## config.mk

```make
export PLATFORM = sky130hd
export DESIGN_NAME = dino_motion_flat
export DESIGN_NICKNAME = d
export VERILOG_FILES = /design/src/rtl/dino_motion_if.sv /design/src/rtl/dino_motion.sv /design/src/flat_wrapper.sv
export SDC_FILE = /design/constraint.sdc
export NUM_CORES = 1
export LEC_CHECK = 0
export ABC_CLOCK_PERIOD_IN_PS = 4900
export CORE_MARGIN = 10
export CORE_UTILIZATION = 60
export CTS_CLUSTER_DIAMETER = 150
export DETAILED_ROUTE_END_ITERATION = 10
export DONT_BUFFER_PORTS = 1
export PLACE_DENSITY = 0.84
export SLEW_MARGIN = 0
export SYNTH_ARGS = -nofsm -noshare
export SYNTH_HDL_FRONTEND = slang
export SYNTH_SLANG_ARGS = --single-unit
```

## constraint.sdc

```tcl
create_clock -name pixel_clk -period 4.9 [get_ports pixel_clk]
set_clock_uncertainty 0.05 [all_clocks]
set_input_delay 0.735 -clock pixel_clk [delete_from_list [all_inputs] [get_ports pixel_clk]]
set_output_delay 0.735 -clock pixel_clk [all_outputs]
set_load 0.01 [all_outputs]
```

## src/rtl/dino_motion_if.sv

```systemverilog
// Bundles the frame-rate control inputs and pose outputs of dino_motion.
// master: the game/renderer side driving buttons and reading the pose.
// slave:  the dino_motion block itself.
interface dino_motion_if;
    logic        frame_tick;
    logic        jump_btn;
    logic        duck_btn;
    logic        collision;
    logic        restart;
    logic [11:0] dino_y;
    logic [1:0]  dino_state;
    logic        airborne;
    logic        game_over;

    modport master (
        output frame_tick, jump_btn, duck_btn, collision, restart,
        input  dino_y, dino_state, airborne, game_over
    );

    modport slave (
        input  frame_tick, jump_btn, duck_btn, collision, restart,
        output dino_y, dino_state, airborne, game_over
    );
endinterface

```

## src/rtl/dino_motion.sv

```systemverilog
// Per-frame dinosaur physics and pose controller (pixel clock domain).
// Position/velocity advance only on frame_tick; collision and restart act
// on any cycle. Optional macro DINO_FAST_FALL_EN: holding duck_btn while
// airborne doubles gravity for that frame's velocity update.
module dino_motion #(
    parameter int unsigned GROUND_Y    = 200,
    parameter int unsigned MIN_Y       = 16,
    parameter int unsigned JUMP_V      = 12,
    parameter int unsigned GRAVITY     = 1,
    parameter int unsigned MAX_FALL    = 15,
    parameter int unsigned ANIM_FRAMES = 6
) (
    input  logic           pixel_clk,
    input  logic           rst,
    dino_motion_if.slave   bus
);

    typedef enum logic [1:0] {
        StRunA = 2'd0,
        StRunB = 2'd1,
        StJump = 2'd2,
        StDead = 2'd3
    } state_e;

    localparam logic        [11:0] GROUND_Y12  = 12'(GROUND_Y);
    localparam logic        [11:0] TAKEOFF_Y   = 12'(GROUND_Y - JUMP_V);
    localparam logic signed [12:0] GROUND_S    = 13'(GROUND_Y);
    localparam logic signed [12:0] MIN_S       = 13'(MIN_Y);
    localparam logic        [11:0] MIN_Y12     = 12'(MIN_Y);
    localparam int                 TAKEOFF_INT = int'(GRAVITY) - int'(JUMP_V);
    localparam logic signed [7:0]  TAKEOFF_VEL = 8'(TAKEOFF_INT);
    localparam logic signed [8:0]  MAX_FALL_S  = 9'(MAX_FALL);
    localparam logic signed [7:0]  MAX_FALL_V  = 8'(MAX_FALL);
    localparam logic signed [8:0]  GRAV_NORM   = 9'(GRAVITY);
    localparam logic        [7:0]  ANIM_LAST   = 8'(ANIM_FRAMES - 1);

    state_e             state_q, state_d;
    logic [11:0]        y_q, y_d;
    logic signed [7:0]  vel_q, vel_d;
    logic [7:0]         anim_q, anim_d;
    logic               pending_q, pending_d;
    logic               airborne_q, game_over_q;
    logic               jump_q, restart_q;

    logic               jump_edge;
    logic               restart_edge;
    logic signed [8:0]  grav;
    logic signed [8:0]  vel_sum;
    logic signed [7:0]  vel_clamped;
    logic signed [12:0] next_y;

    assign jump_edge    = bus.jump_btn & ~jump_q;
    assign restart_edge = bus.restart & ~restart_q;

`ifdef DINO_FAST_FALL_EN
    localparam logic signed [8:0] GRAV_FAST = 9'(2 * GRAVITY);
    assign grav = bus.duck_btn ? GRAV_FAST : GRAV_NORM;
`else
    logic unused_duck;
    assign grav        = GRAV_NORM;
    assign unused_duck = bus.duck_btn;
`endif

    // Airborne kinematics: candidate position and gravity-limited velocity.
    assign next_y      = $signed({1'b0, y_q}) + $signed({{5{vel_q[7]}}, vel_q});
    assign vel_sum     = $signed({vel_q[7], vel_q}) + grav;
    assign vel_clamped = (vel_sum > MAX_FALL_S) ? MAX_FALL_V : vel_sum[7:0];

    // Next-state logic: death/restart act immediately, motion only on frame_tick.
    always_comb begin
        state_d   = state_q;
        y_d       = y_q;
        vel_d     = vel_q;
        anim_d    = anim_q;
        pending_d = pending_q;

        // Pending jump lives until the next tick, used or not.
        if (bus.frame_tick) begin
            pending_d = 1'b0;
        end else if (jump_edge) begin
            pending_d = 1'b1;
        end

        if (state_q == StDead) begin
            if (restart_edge) begin
                state_d   = StRunA;
                y_d       = GROUND_Y12;
                vel_d     = '0;
                anim_d    = '0;
                pending_d = 1'b0;
            end
        end else if (bus.collision) begin
            // Freeze y and velocity; this cycle's tick is discarded.
            state_d = StDead;
        end else if (bus.frame_tick) begin
            case (state_q)
                StRunA, StRunB: begin
                    // Same-cycle edge counts for this tick.
                    if (pending_q || jump_edge) begin
                        state_d = StJump;
                        y_d     = TAKEOFF_Y;
                        vel_d   = TAKEOFF_VEL;
                    end else if (anim_q == ANIM_LAST) begin
                        anim_d  = '0;
                        state_d = (state_q == StRunA) ? StRunB : StRunA;
                    end else begin
                        anim_d = anim_q + 8'd1;
                    end
                end
                StJump: begin
                    if (!vel_q[7] && (next_y >= GROUND_S)) begin
                        state_d = StRunA;
                        y_d     = GROUND_Y12;
                        vel_d   = '0;
                        anim_d  = '0;
                    end else begin
                        y_d   = (next_y < MIN_S) ? MIN_Y12 : next_y[11:0];
                        vel_d = vel_clamped;
                    end
                end
                default: ;
            endcase
        end
    end

    // State, pose and edge-detect registers.
    always_ff @(posedge pixel_clk) begin
        if (rst) begin
            state_q     <= StRunA;
            y_q         <= GROUND_Y12;
            vel_q       <= '0;
            anim_q      <= '0;
            pending_q   <= 1'b0;
            airborne_q  <= 1'b0;
            game_over_q <= 1'b0;
            jump_q      <= 1'b0;
            restart_q   <= 1'b0;
        end else begin
            state_q     <= state_d;
            y_q         <= y_d;
            vel_q       <= vel_d;
            anim_q      <= anim_d;
            pending_q   <= pending_d;
            airborne_q  <= (state_d == StJump);
            game_over_q <= (state_d == StDead);
            jump_q      <= bus.jump_btn;
            restart_q   <= bus.restart;
        end
    end

    assign bus.dino_y     = y_q;
    assign bus.dino_state = state_q;
    assign bus.airborne   = airborne_q;
    assign bus.game_over  = game_over_q;

endmodule

```

## src/flat_wrapper.sv

```systemverilog
// flat-port wrapper written by rule: the top's interface ports become plain ports
module dino_motion_flat 
#(
    parameter int unsigned GROUND_Y    = 200,
    parameter int unsigned MIN_Y       = 16,
    parameter int unsigned JUMP_V      = 12,
    parameter int unsigned GRAVITY     = 1,
    parameter int unsigned MAX_FALL    = 15,
    parameter int unsigned ANIM_FRAMES = 6
)
  (pixel_clk, rst, bus_frame_tick, bus_jump_btn, bus_duck_btn, bus_collision, bus_restart, bus_dino_y, bus_dino_state, bus_airborne, bus_game_over);
  dino_motion_if bus_i ();
  input  logic pixel_clk;
  input  logic rst;
  input wire logic [$bits(bus_i.frame_tick)-1:0] bus_frame_tick;
  input wire logic [$bits(bus_i.jump_btn)-1:0] bus_jump_btn;
  input wire logic [$bits(bus_i.duck_btn)-1:0] bus_duck_btn;
  input wire logic [$bits(bus_i.collision)-1:0] bus_collision;
  input wire logic [$bits(bus_i.restart)-1:0] bus_restart;
  output wire logic [$bits(bus_i.dino_y)-1:0] bus_dino_y;
  output wire logic [$bits(bus_i.dino_state)-1:0] bus_dino_state;
  output wire logic [$bits(bus_i.airborne)-1:0] bus_airborne;
  output wire logic [$bits(bus_i.game_over)-1:0] bus_game_over;
  assign bus_i.frame_tick = bus_frame_tick;
  assign bus_i.jump_btn = bus_jump_btn;
  assign bus_i.duck_btn = bus_duck_btn;
  assign bus_i.collision = bus_collision;
  assign bus_i.restart = bus_restart;
  assign bus_dino_y = bus_i.dino_y;
  assign bus_dino_state = bus_i.dino_state;
  assign bus_airborne = bus_i.airborne;
  assign bus_game_over = bus_i.game_over;
  dino_motion #(.GROUND_Y(GROUND_Y), .MIN_Y(MIN_Y), .JUMP_V(JUMP_V), .GRAVITY(GRAVITY), .MAX_FALL(MAX_FALL), .ANIM_FRAMES(ANIM_FRAMES)) u_core (.pixel_clk(pixel_clk), .rst(rst), .bus(bus_i));
endmodule
```

==> results of run 1 <==
[cell type report]
cell class / instances / share of cell area, %
multi-input cells: 252 / 63.7
flip-flops and latches: 35 / 26.8
clock buffers: 5 / 2.63
inverters: 17 / 2.44
well taps: 50 / 2.39
clock inverters: 3 / 1.68
repair buffers: 1 / 0.287
[cells in the final DEF (no fill, tap or decap), types with 3 or more instances in the layout]
master	n
nor3_1	15
inv_1	17
and3_1	5
nand3b_1	3
and2_1	3
or2_2	4
a31oi_1	9
o21ai_0	18
dfxtp_1	35
nand2b_1	3
nor2_1	27
a32o_1	5
a22o_1	3
nand2_1	34
xor2_1	5
or3_1	4
o22ai_1	4
clkbuf_8	5
a21oi_1	21
nand3_1	15
nor2b_1	7
xnor2_1	5
a22oi_1	3
ha_1	16
a211oi_1	3
[per-stage QoR]
step,worst slack (ns),total power [W],instances
floorplan,1.78,0.000524,314
global placement,1.30,0.000556,355
detailed placement,1.28,0.000561,355
CTS,1.21,0.000831,363
global route,0.973,0.000876,363
finish,1.19,0.000829,363
[logic make-up (layout without fill, tap and decap cells)]
| logic type | count (synthesis) | count (layout) | synth area share (%) |
|---|---|---|---|
| buffers and inverters | 27 | 26 | 5.50 |
| adders and majority gates | 17 | 17 | 8.80 |
| AOI/OAI and AO/OA | 97 | 97 | 28.6 |
| DFF | 35 | 35 | 28.0 |
| and+or+nand+nor | 128 | 128 | 25.6 |
| xor gates and xnor gates | 10 | 10 | 3.50 |
[per-layer routing]
layer	part of all wire [%]	track usage, %
met5	0	0
met4	1.9	7.34
met3	6.8	4.73
met2	45	24.5
met1	46	21.1
[worst min-delay path: stages (launching register included)]
cell and delay [ns]:
dfxtp_1 0.33, inv_1 0.07, a211oi_1 0.06
[power by group]
part	total, W	internal [W]	switching (W)
combinational	0.000228	0.0000936	0.000134
clock	0.000270	0.000152	0.000118
sequential	0.000331	0.000300	0.0000312
total	0.000829	0.000545	0.000284
[state kept, by name, indices dropped and copies added, names as in the netlist]
signal / cells
u_core.vel_q: 8
u_core.bus.airborne: 1
u_core.bus.game_over: 1
u_core.jump_q: 1
u_core.bus.dino_state: 2
u_core.pending_q: 1
u_core.anim_q: 8
u_core.bus.dino_y: 12
u_core.restart_q: 1
[final timing paths]
path | startpoint | to | slack (ns) | depth (start not counted)
worst max-delay path | u_core.vel_q[0] | u_core.bus.dino_y[9] | 1.19 | 11
worst max register to register | u_core.vel_q[0] | u_core.bus.dino_y[9] | 1.19 | 11
worst min register to register | u_core.anim_q[7] | u_core.anim_q[7] | 0.45 | 2
worst min-delay path | u_core.anim_q[7] | u_core.anim_q[7] | 0.45 | 2
[cell usage after synthesis (2+ instances only)]
| library cell | instances |
|---|---|
| a211oi_1 | 3 |
| a21o_1 | 2 |
| a21oi_1 | 21 |
| a21oi_4 | 2 |
| a221oi_1 | 2 |
| a22o_1 | 3 |
| a22oi_1 | 3 |
| a31oi_1 | 9 |
| a32o_1 | 5 |
| and2_1 | 3 |
| and3_1 | 5 |
| buf_6 | 2 |
| clkbuf_1 | 5 |
| clkbuf_8 | 2 |
| dfxtp_1 | 35 |
| ha_1 | 16 |
| inv_1 | 17 |
| nand2_1 | 34 |
| nand2b_1 | 3 |
| nand3_1 | 15 |
| nand3b_1 | 3 |
| nand4_1 | 2 |
| nor2_1 | 27 |
| nor2b_1 | 7 |
| nor3_1 | 15 |
| o211ai_1 | 2 |
| o21a_1 | 2 |
| o21ai_0 | 18 |
| o21bai_1 | 2 |
| o22ai_1 | 4 |
| o31ai_1 | 2 |
| or2_2 | 4 |
| or3_1 | 4 |
| xnor2_1 | 5 |
| xor2_1 | 5 |
==> out/results.ini, run 1 <==
[job]
maxCapViolCount = 0

[hold_path]
worstHoldPathType = flip-flop to flip-flop

[place]
placed_cell_area_mm2 = 0.00250
hpwl_um = 4180
port_buffers = 0
gp_congestion = 0.914

[timing]
min_period_ns = 3.71
fin_tns_setup_ns = 0
max_freq_mhz = 270
hold_viol_final = 0
setup_violations = 0
final-max-slew-violation-count = 0
tightest_slew_ns = 0.701
relSlewSlack_pct = 53.2
fin_crit_sh_pct = 75.6
rsz0062_at_grt = no
hold_slack_ns = 0.446

[synthesis]
synth_top_area_share_pct = 28.0
async_reset_ff_share_pct = 0
ys_seq_area_share_pct = 28.0
synth_cells = 314
yosysWarnings = 0
synth_area_leader_cell = dfxtp_1
syn_nets = 338
synth_area_mm2 = 0.00250
ys_types = 60
synth_flop_cell = dfxtp_1
ys_seq_elements = 35
synth_area_per_cell_um2 = 7.97
synthTopCellsByArea = dfxtp_1 (28%), ha_1 (8.0%), nand2_1 (5.1%)
synth-edff-count = 0

[critical_path]
worstPathArrival_ns = 3.90
worstSetupPathType = flip-flop to flip-flop
start_kind = flip-flop
worstPathCellList = ha_1, inv_1, fa_1, nand2b_1, a211oi_1, o21bai_1, o22a_1, or3_4, o21a_4, nor4_4, a32o_1
cp.required_ns = 5.10
crit_fanout = 9
max_stage_delay_ns = 0.53
critPathBufInv = 1
cp-end-kind = flip-flop
cpMaxStageDelayCell = nor4_4
crit_family = compound AO/OA/AOI/OAI gates

[floorplanning]
floorplan.die.width_um = 84.6
num_io_pins = 23
rows = 23
core_mm2 = 0.00403
start_util_pct = 62.1
fp.dieH_um = 84.6
dieArea_mm2 = 0.00716

[drt]
avgRoutedWirePerCell_um = 16.0
drtIter0Drc = 176
viasPerCell = 6.35
num_vias = 2305
drt_wl_total_um = 5810
antenna_left = 0
dr.pass1.iters = 5
drc_errors = 0

[outcome]
status = finished clean

[clock_tree]
post_cts_resized = 0
htreeDepth = 2
postCtsSetupRepairBufs = 0
clockBufferDepth = 2
clock-sinks = 35
cts_tree = yes
hold_buffers = 0
numCtsBuffers = 5
clk_pin_slew_worst_paths_ns = 0.08
cts-root-buf = clkbuf_8
clk_latency_ns = 0.30

[cells_and_area]
nNetsFinal = 336
final_layout_size_suffix_gt1_share_pct = 8.31
final_area_mm2 = 0.00261
num_antenna_cells = 0
postLayoutCoreUtil_pct = 64.8
syn2layout_area_growth_pct = 4.35
seq_area_um2 = 701
multiInputGateArea_mm2 = 0.00167
n_fill_cell = 362

[grt]
grt_max_degree = 23
grt_overflow = 0
antenna_found_initial = 0
grt_first_pass_wirelength_um = 9900
grt_pass1_vias = 2104
track_usage_pct = 16.4

[power]
powerDensity_mw_per_mm2 = 317
vdd_drop_max_v = 0.000143
p_leak_nw = 1.05

(Power assumes the default switching activity.)
==> run 2: changes to the inputs <==
--- a/config.mk
+++ b/config.mk
@@ -5,7 +5,7 @@
 export SDC_FILE = /design/constraint.sdc
 export NUM_CORES = 1
 export LEC_CHECK = 0
-export ABC_CLOCK_PERIOD_IN_PS = 4900
+export ABC_CLOCK_PERIOD_IN_PS = 3500
 export CORE_MARGIN = 10
 export CORE_UTILIZATION = 60
 export CTS_CLUSTER_DIAMETER = 150
==> constraint.sdc (replaced) <==
create_clock -name pixel_clk -period 3.5 [get_ports pixel_clk]
set_clock_uncertainty 0.05 [all_clocks]
set_input_delay 0.525 -clock pixel_clk [delete_from_list [all_inputs] [get_ports pixel_clk]]
set_output_delay 0.525 -clock pixel_clk [all_outputs]
set_load 0.01 [all_outputs]
==> out/results.ini, run 2 (synthesized netlist as in run 1, its figures left out) <==
[cells_and_area]
syn2layout_area_growth_pct = 7.20  ; was 4.35%
final_common_cell = dfxtp_1  ; unchanged
largest_reg_flops = 12  ; unchanged
num_antenna_cells = 0  ; unchanged
layout_common_cells = dfxtp_1 (35), nand2_1 (34), nor2_1 (27)  ; unchanged
final_layout_size_suffix_gt1_share_pct = 9.75  ; was 8.31%
postLayoutCoreUtil_pct = 66.6  ; was 64.8%
nNetsFinal = 341  ; was 336

[clock_tree]
numCtsBuffers = 5  ; unchanged
clockBufferDepth = 2  ; unchanged
cts-root-buf = clkbuf_8  ; unchanged
clock-sinks = 35  ; unchanged
hold_buffers = 0  ; unchanged
postCtsSetupRepairBufs = 0  ; unchanged
htreeDepth = 2  ; unchanged
cts_tree = yes  ; unchanged
clk_latency_ns = 0.30  ; about the same
clk_pin_slew_worst_paths_ns = 0.08  ; about the same

[floorplanning]
core_mm2 = 0.00403  ; unchanged
dieArea_mm2 = 0.00716  ; unchanged
fp.dieH_um = 84.6  ; unchanged
floorplan.die.width_um = 84.6  ; unchanged
num_io_pins = 23  ; unchanged
rows = 23  ; unchanged
start_util_pct = 62.1  ; unchanged

[timing]
rsz0062_at_grt = no  ; unchanged
relSlewSlack_pct = 50.2  ; was 53.2%
hold_viol_final = 0  ; unchanged
final-max-slew-violation-count = 0  ; unchanged
fin_crit_sh_pct = 94.6  ; was 75.6%
fin_tns_setup_ns = 0  ; unchanged
max_freq_mhz = 302  ; was 270 MHz
setup_violations = 0  ; unchanged
min_period_ns = 3.31  ; was 3.71 ns
tightest_slew_ns = 0.741  ; was 0.701 ns

[drt]
drtIter0Drc = 196  ; was 176
viasPerCell = 6.49  ; was 6.35
dr.pass1.iters = 5  ; unchanged
antenna_left = 0  ; unchanged
num_vias = 2390  ; was 2305
avgRoutedWirePerCell_um = 17.0  ; was 16.0 um
drc_errors = 0  ; unchanged
drt_wl_total_um = 6240  ; was 5810 um

[place]
hpwl_um = 4370  ; was 4180 um
gp_congestion = 0.879  ; was 0.914
port_buffers = 0  ; unchanged

[critical_path]
cp-end-kind = flip-flop  ; unchanged
cp.required_ns = 3.68  ; was 5.10 ns
crit_fanout = 9  ; unchanged
start_kind = flip-flop  ; unchanged
worstSetupPathType = flip-flop to flip-flop  ; unchanged
worstPathArrival_ns = 3.49  ; was 3.90 ns

[grt]
grt_first_pass_wirelength_um = 10300  ; was 9900 um
grt_pass1_vias = 2160  ; was 2104
grt_overflow = 0  ; unchanged
grt_max_degree = 23  ; unchanged
antenna_found_initial = 0  ; unchanged
track_usage_pct = 16.8  ; was 16.4%

[power]
p_leak_nw = 1.09  ; was 1.05 nW
powerDensity_mw_per_mm2 = 464  ; was 317 mW/mm^2
vdd_drop_max_v = 0.000386  ; was 0.000143 V

[job]
maxCapViolCount = 0  ; unchanged

[outcome]
status = finished clean  ; unchanged

[hold_path]
worstHoldPathType = input pin to flip-flop  ; was flip-flop to flip-flop

## run 2: cell types whose count changed in the layout (fill, tap and decap cells not counted), sizes merged
cell / before / now
buf: 1 / 6
bufinv: 1 / 2
clkbuf: 5 / 6
clkinv: 2 / 0
## run 2: final cells by class
class | count | area, um^2
repair buffers | 6 | 45.0
clock buffers | 6 | 72.6
well taps | 50 | 62.6
fillers | 347 | 1350
flip-flops and latches | 35 | 701
clock inverters | 2 | 60.1
inverters | 17 | 63.8
multi-input cells | 252 | 1680
## run 2: critical path, cell delays in order, from the launching register on
cell	delay [ns]
dfxtp_1	0.42
ha_1	0.25
inv_1	0.08
fa_1	0.41
nand2b_1	0.22
a21oi_1	0.21
xor2_1	0.12
or3_2	0.46
o2111a_2	0.21
o21a_4	0.25
nor4_4	0.20
buf_4	0.21
a32o_1	0.17
## run 2: path summary, 6_finish.rpt
kind | startpoint | end | slack, ns | cells past startpoint
worst min-delay path | rst | u_core.jump_q | 0.24 | 1
worst max-delay path | u_core.bus.dino_y[0] | u_core.bus.dino_y[9] | 0.19 | 12
worst max register to register | u_core.bus.dino_y[0] | u_core.bus.dino_y[9] | 0.19 | 12
worst min register to register | u_core.anim_q[7] | u_core.anim_q[7] | 0.47 | 2
## run 2: per-stage QoR
stage	instance area (um^2)	hold slack [ns]	instances	total power, W	setup WS (ns)
3_3_place_gp	2540	0.435	360	0.000785	0.229
2_1_floorplan	2500	0.407	314	0.000734	0.385
4_1_cts	2670	0.237	368	0.00123	0.119
6_report	2680	0.239	368	0.00125	0.188
5_1_grt	2680	0.234	368	0.00130	0.000330
3_5_place_dp	2540	0.439	360	0.000794	0.156
## run 2: timing repair
action / CTS / global route
setup endpoints to repair: 0 / 10
resized for setup: 0 / 3
hold endpoints to repair: 0 / 0
## run 2: routing by layer
metal / vias up / part of all wire [%] / GRT usage (%)
li1: 1162 / - / -
met1: 1122 / 41 / 20.5
met2: 93 / 48 / 27.5
met3: 13 / 8.6 / 4.73
met4: 0 / 1.6 / 5.84
met5: - / 0 / 0
## run 2: where the power goes
group	switching, W	leakage, nW	internal (W)
Clock	0.000157	0.0654	0.000285
Combinational	0.000202	0.736	0.000140
Sequential	0.0000417	0.285	0.000420
==> run 3: changes to the inputs <==
--- a/config.mk
+++ b/config.mk
@@ -6,6 +6,7 @@
 export NUM_CORES = 1
 export LEC_CHECK = 0
 export ABC_CLOCK_PERIOD_IN_PS = 3500
+export CORE_ASPECT_RATIO = 1.5
 export CORE_MARGIN = 10
 export CORE_UTILIZATION = 60
 export CTS_CLUSTER_DIAMETER = 150
==> out/results.ini, run 3 (synthesized netlist as in run 1, its figures left out) <==
[outcome]
status = finished clean  ; unchanged

[job]
maxCapViolCount = 0  ; unchanged

[critical_path]
reg2reg_depth = 12  ; unchanged
worstPathArrival_ns = 3.38  ; was 3.49 ns
cp.required_ns = 3.61  ; was 3.68 ns
cp-end-kind = flip-flop  ; unchanged
reg2reg_from = u_core.bus.dino_y[0]  ; unchanged
regToRegEndpoint = u_core.bus.dino_y[2]  ; was u_core.bus.dino_y[9]
r2r_slack_ns = 0.23  ; was 0.19 ns
crit_fanout = 5  ; was 9
worstSetupPathType = flip-flop to flip-flop  ; unchanged
start_kind = flip-flop  ; unchanged

[place]
pre_cts_slack_ns = 0.189  ; was 0.156 ns
dp_cells = 353  ; was 360
hpwl_um = 4350  ; was 4370 um
port_buffers = 0  ; unchanged
gp_congestion = 0.928  ; was 0.879

[timing]
tightest_slew_ns = 0.711  ; was 0.741 ns
max_freq_mhz = 306  ; was 302 MHz
final-max-slew-violation-count = 0  ; unchanged
fin_crit_sh_pct = 93.3  ; was 94.6%
fin_ws_ns = 0.233  ; was 0.188 ns
fin_tns_setup_ns = 0  ; unchanged
relSlewSlack_pct = 52.6  ; was 50.2%
setup_violations = 0  ; unchanged
hold_viol_final = 0  ; unchanged
rsz0062_at_grt = no  ; unchanged
min_period_ns = 3.27  ; was 3.31 ns

[drt]
num_vias = 2364  ; was 2390
drtIter0Drc = 156  ; was 196
drc_errors = 0  ; unchanged
viasPerCell = 6.55  ; was 6.49
drt_wl_total_um = 5750  ; was 6240 um
dr.pass1.iters = 4  ; was 5
antenna_left = 0  ; unchanged
avgRoutedWirePerCell_um = 15.9  ; was 17.0 um

[floorplanning]
core_mm2 = 0.00399  ; was 0.00403 mm^2
fp.dieH_um = 99.1  ; was 84.6 um
num_io_pins = 23  ; unchanged
start_util_pct = 62.7  ; was 62.1%
rows = 28  ; was 23
dieArea_mm2 = 0.00721  ; was 0.00716 mm^2
floorplan.die.width_um = 72.7  ; was 84.6 um

[clock_tree]
clockBufferDepth = 2  ; unchanged
post_cts_resized = 0  ; unchanged
numCtsBuffers = 5  ; unchanged
cts-root-buf = clkbuf_8  ; unchanged
clock-sinks = 35  ; unchanged
cts_tree = yes  ; unchanged
hold_buffers = 0  ; unchanged
clk_latency_ns = 0.29  ; was 0.30 ns
postCtsSetupRepairBufs = 0  ; unchanged
htreeDepth = 2  ; unchanged
clk_pin_slew_worst_paths_ns = 0.07  ; was 0.08 ns

[cells_and_area]
fin_cells = 361  ; was 368
final_layout_size_suffix_gt1_share_pct = 9.18  ; was 9.75%
syn2layout_area_growth_pct = 4.00  ; was 7.20%
largest_reg_flops = 12  ; unchanged
postLayoutCoreUtil_pct = 65.2  ; was 66.6%
n_fill_cell = 370  ; was 347
num_antenna_cells = 0  ; unchanged
nNetsFinal = 339  ; was 341
layout_common_cells = nand2_1 (34), dfxtp_1 (34), nor2_1 (27)  ; was dfxtp_1 (35), nand2_1 (34), nor2_1 (27)

[grt]
grt_pass1_vias = 2238  ; was 2160
grt_first_pass_wirelength_um = 9870  ; was 10300 um
grt_max_degree = 23  ; unchanged
antenna_found_initial = 0  ; unchanged
track_usage_pct = 16.3  ; was 16.8%
grt_overflow = 0  ; unchanged

[power]
vdd_drop_max_v = 0.000336  ; was 0.000386 V
powerDensity_mw_per_mm2 = 412  ; was 464 mW/mm^2
p_leak_nw = 1.05  ; was 1.09 nW

[hold_path]
min_delay_path_depth = 1  ; unchanged
min_to = u_core.jump_q  ; unchanged
worstHoldPathType = input pin to flip-flop  ; unchanged
min-delay-start = rst  ; unchanged

run 3: metrics by stage:
step                hold WS, ns  power (W)  cell area [um^2]
floorplan                 0.407   0.000734              2500
finish                    0.247    0.00107              2600
detailed placement        0.442   0.000790              2520
global placement          0.430   0.000783              2520
CTS                       0.240    0.00108              2600
global route              0.236    0.00113              2600
run 3: worst max-delay path by stage:
stage,startpoint,end,slack (ns),cells past startpoint
2_1_floorplan,u_core.vel_q[0],u_core.bus.dino_y[11],0.38,11
3_3_place_gp,u_core.vel_q[0],u_core.bus.dino_y[11],0.26,12
3_5_place_dp,u_core.vel_q[0],u_core.bus.dino_y[11],0.19,13
4_1_cts,u_core.vel_q[0],u_core.bus.dino_y[2],0.08,12
5_1_grt,u_core.bus.dino_y[0],u_core.bus.dino_y[2],0.03,12
6_report,u_core.bus.dino_y[0],u_core.bus.dino_y[2],0.23,12
run 3: worst max-delay path: stages (launching register included):
cell and delay (ns):
dfxtp_1 0.42, ha_1 0.24, inv_1 0.07, fa_1 0.39
nand2b_1 0.21, a211oi_1 0.29, buf_4 0.17, o21a_1 0.14
o31ai_1 0.09, o2111a_2 0.31, o21ai_2 0.27, nand4_1 0.13
a2111oi_1 0.38
run 3: layout make-up:
class / instances / area [um^2] / area share (%)
clock buffer: 6 / 72.6 / 2.79
clock inverter: 2 / 12.5 / 0.481
sequential: 35 / 702 / 27.0
tap: 45 / 56.3 / 2.16
timing repair buffer: 4 / 30.0 / 1.15
multi-input combinational: 252 / 1670 / 64.0
inverter: 17 / 63.8 / 2.45
run 3: power by group:
group	total (W)	switching, W	internal, W
clock network	0.000285	0.000146	0.000139
registers	0.000465	0.0000438	0.000421
logic	0.000322	0.000188	0.000134
total	0.00107	0.000379	0.000693
run 3: per-layer routing:
layer / track usage [%] / vias up / part of all wire (%)
li1: - / 1159 / -
met1: 17.5 / 1143 / 40
met2: 28.5 / 52 / 52
met3: 4.28 / 10 / 5.9
met4: 7.77 / 0 / 1.5
met5: 0 / - / 0
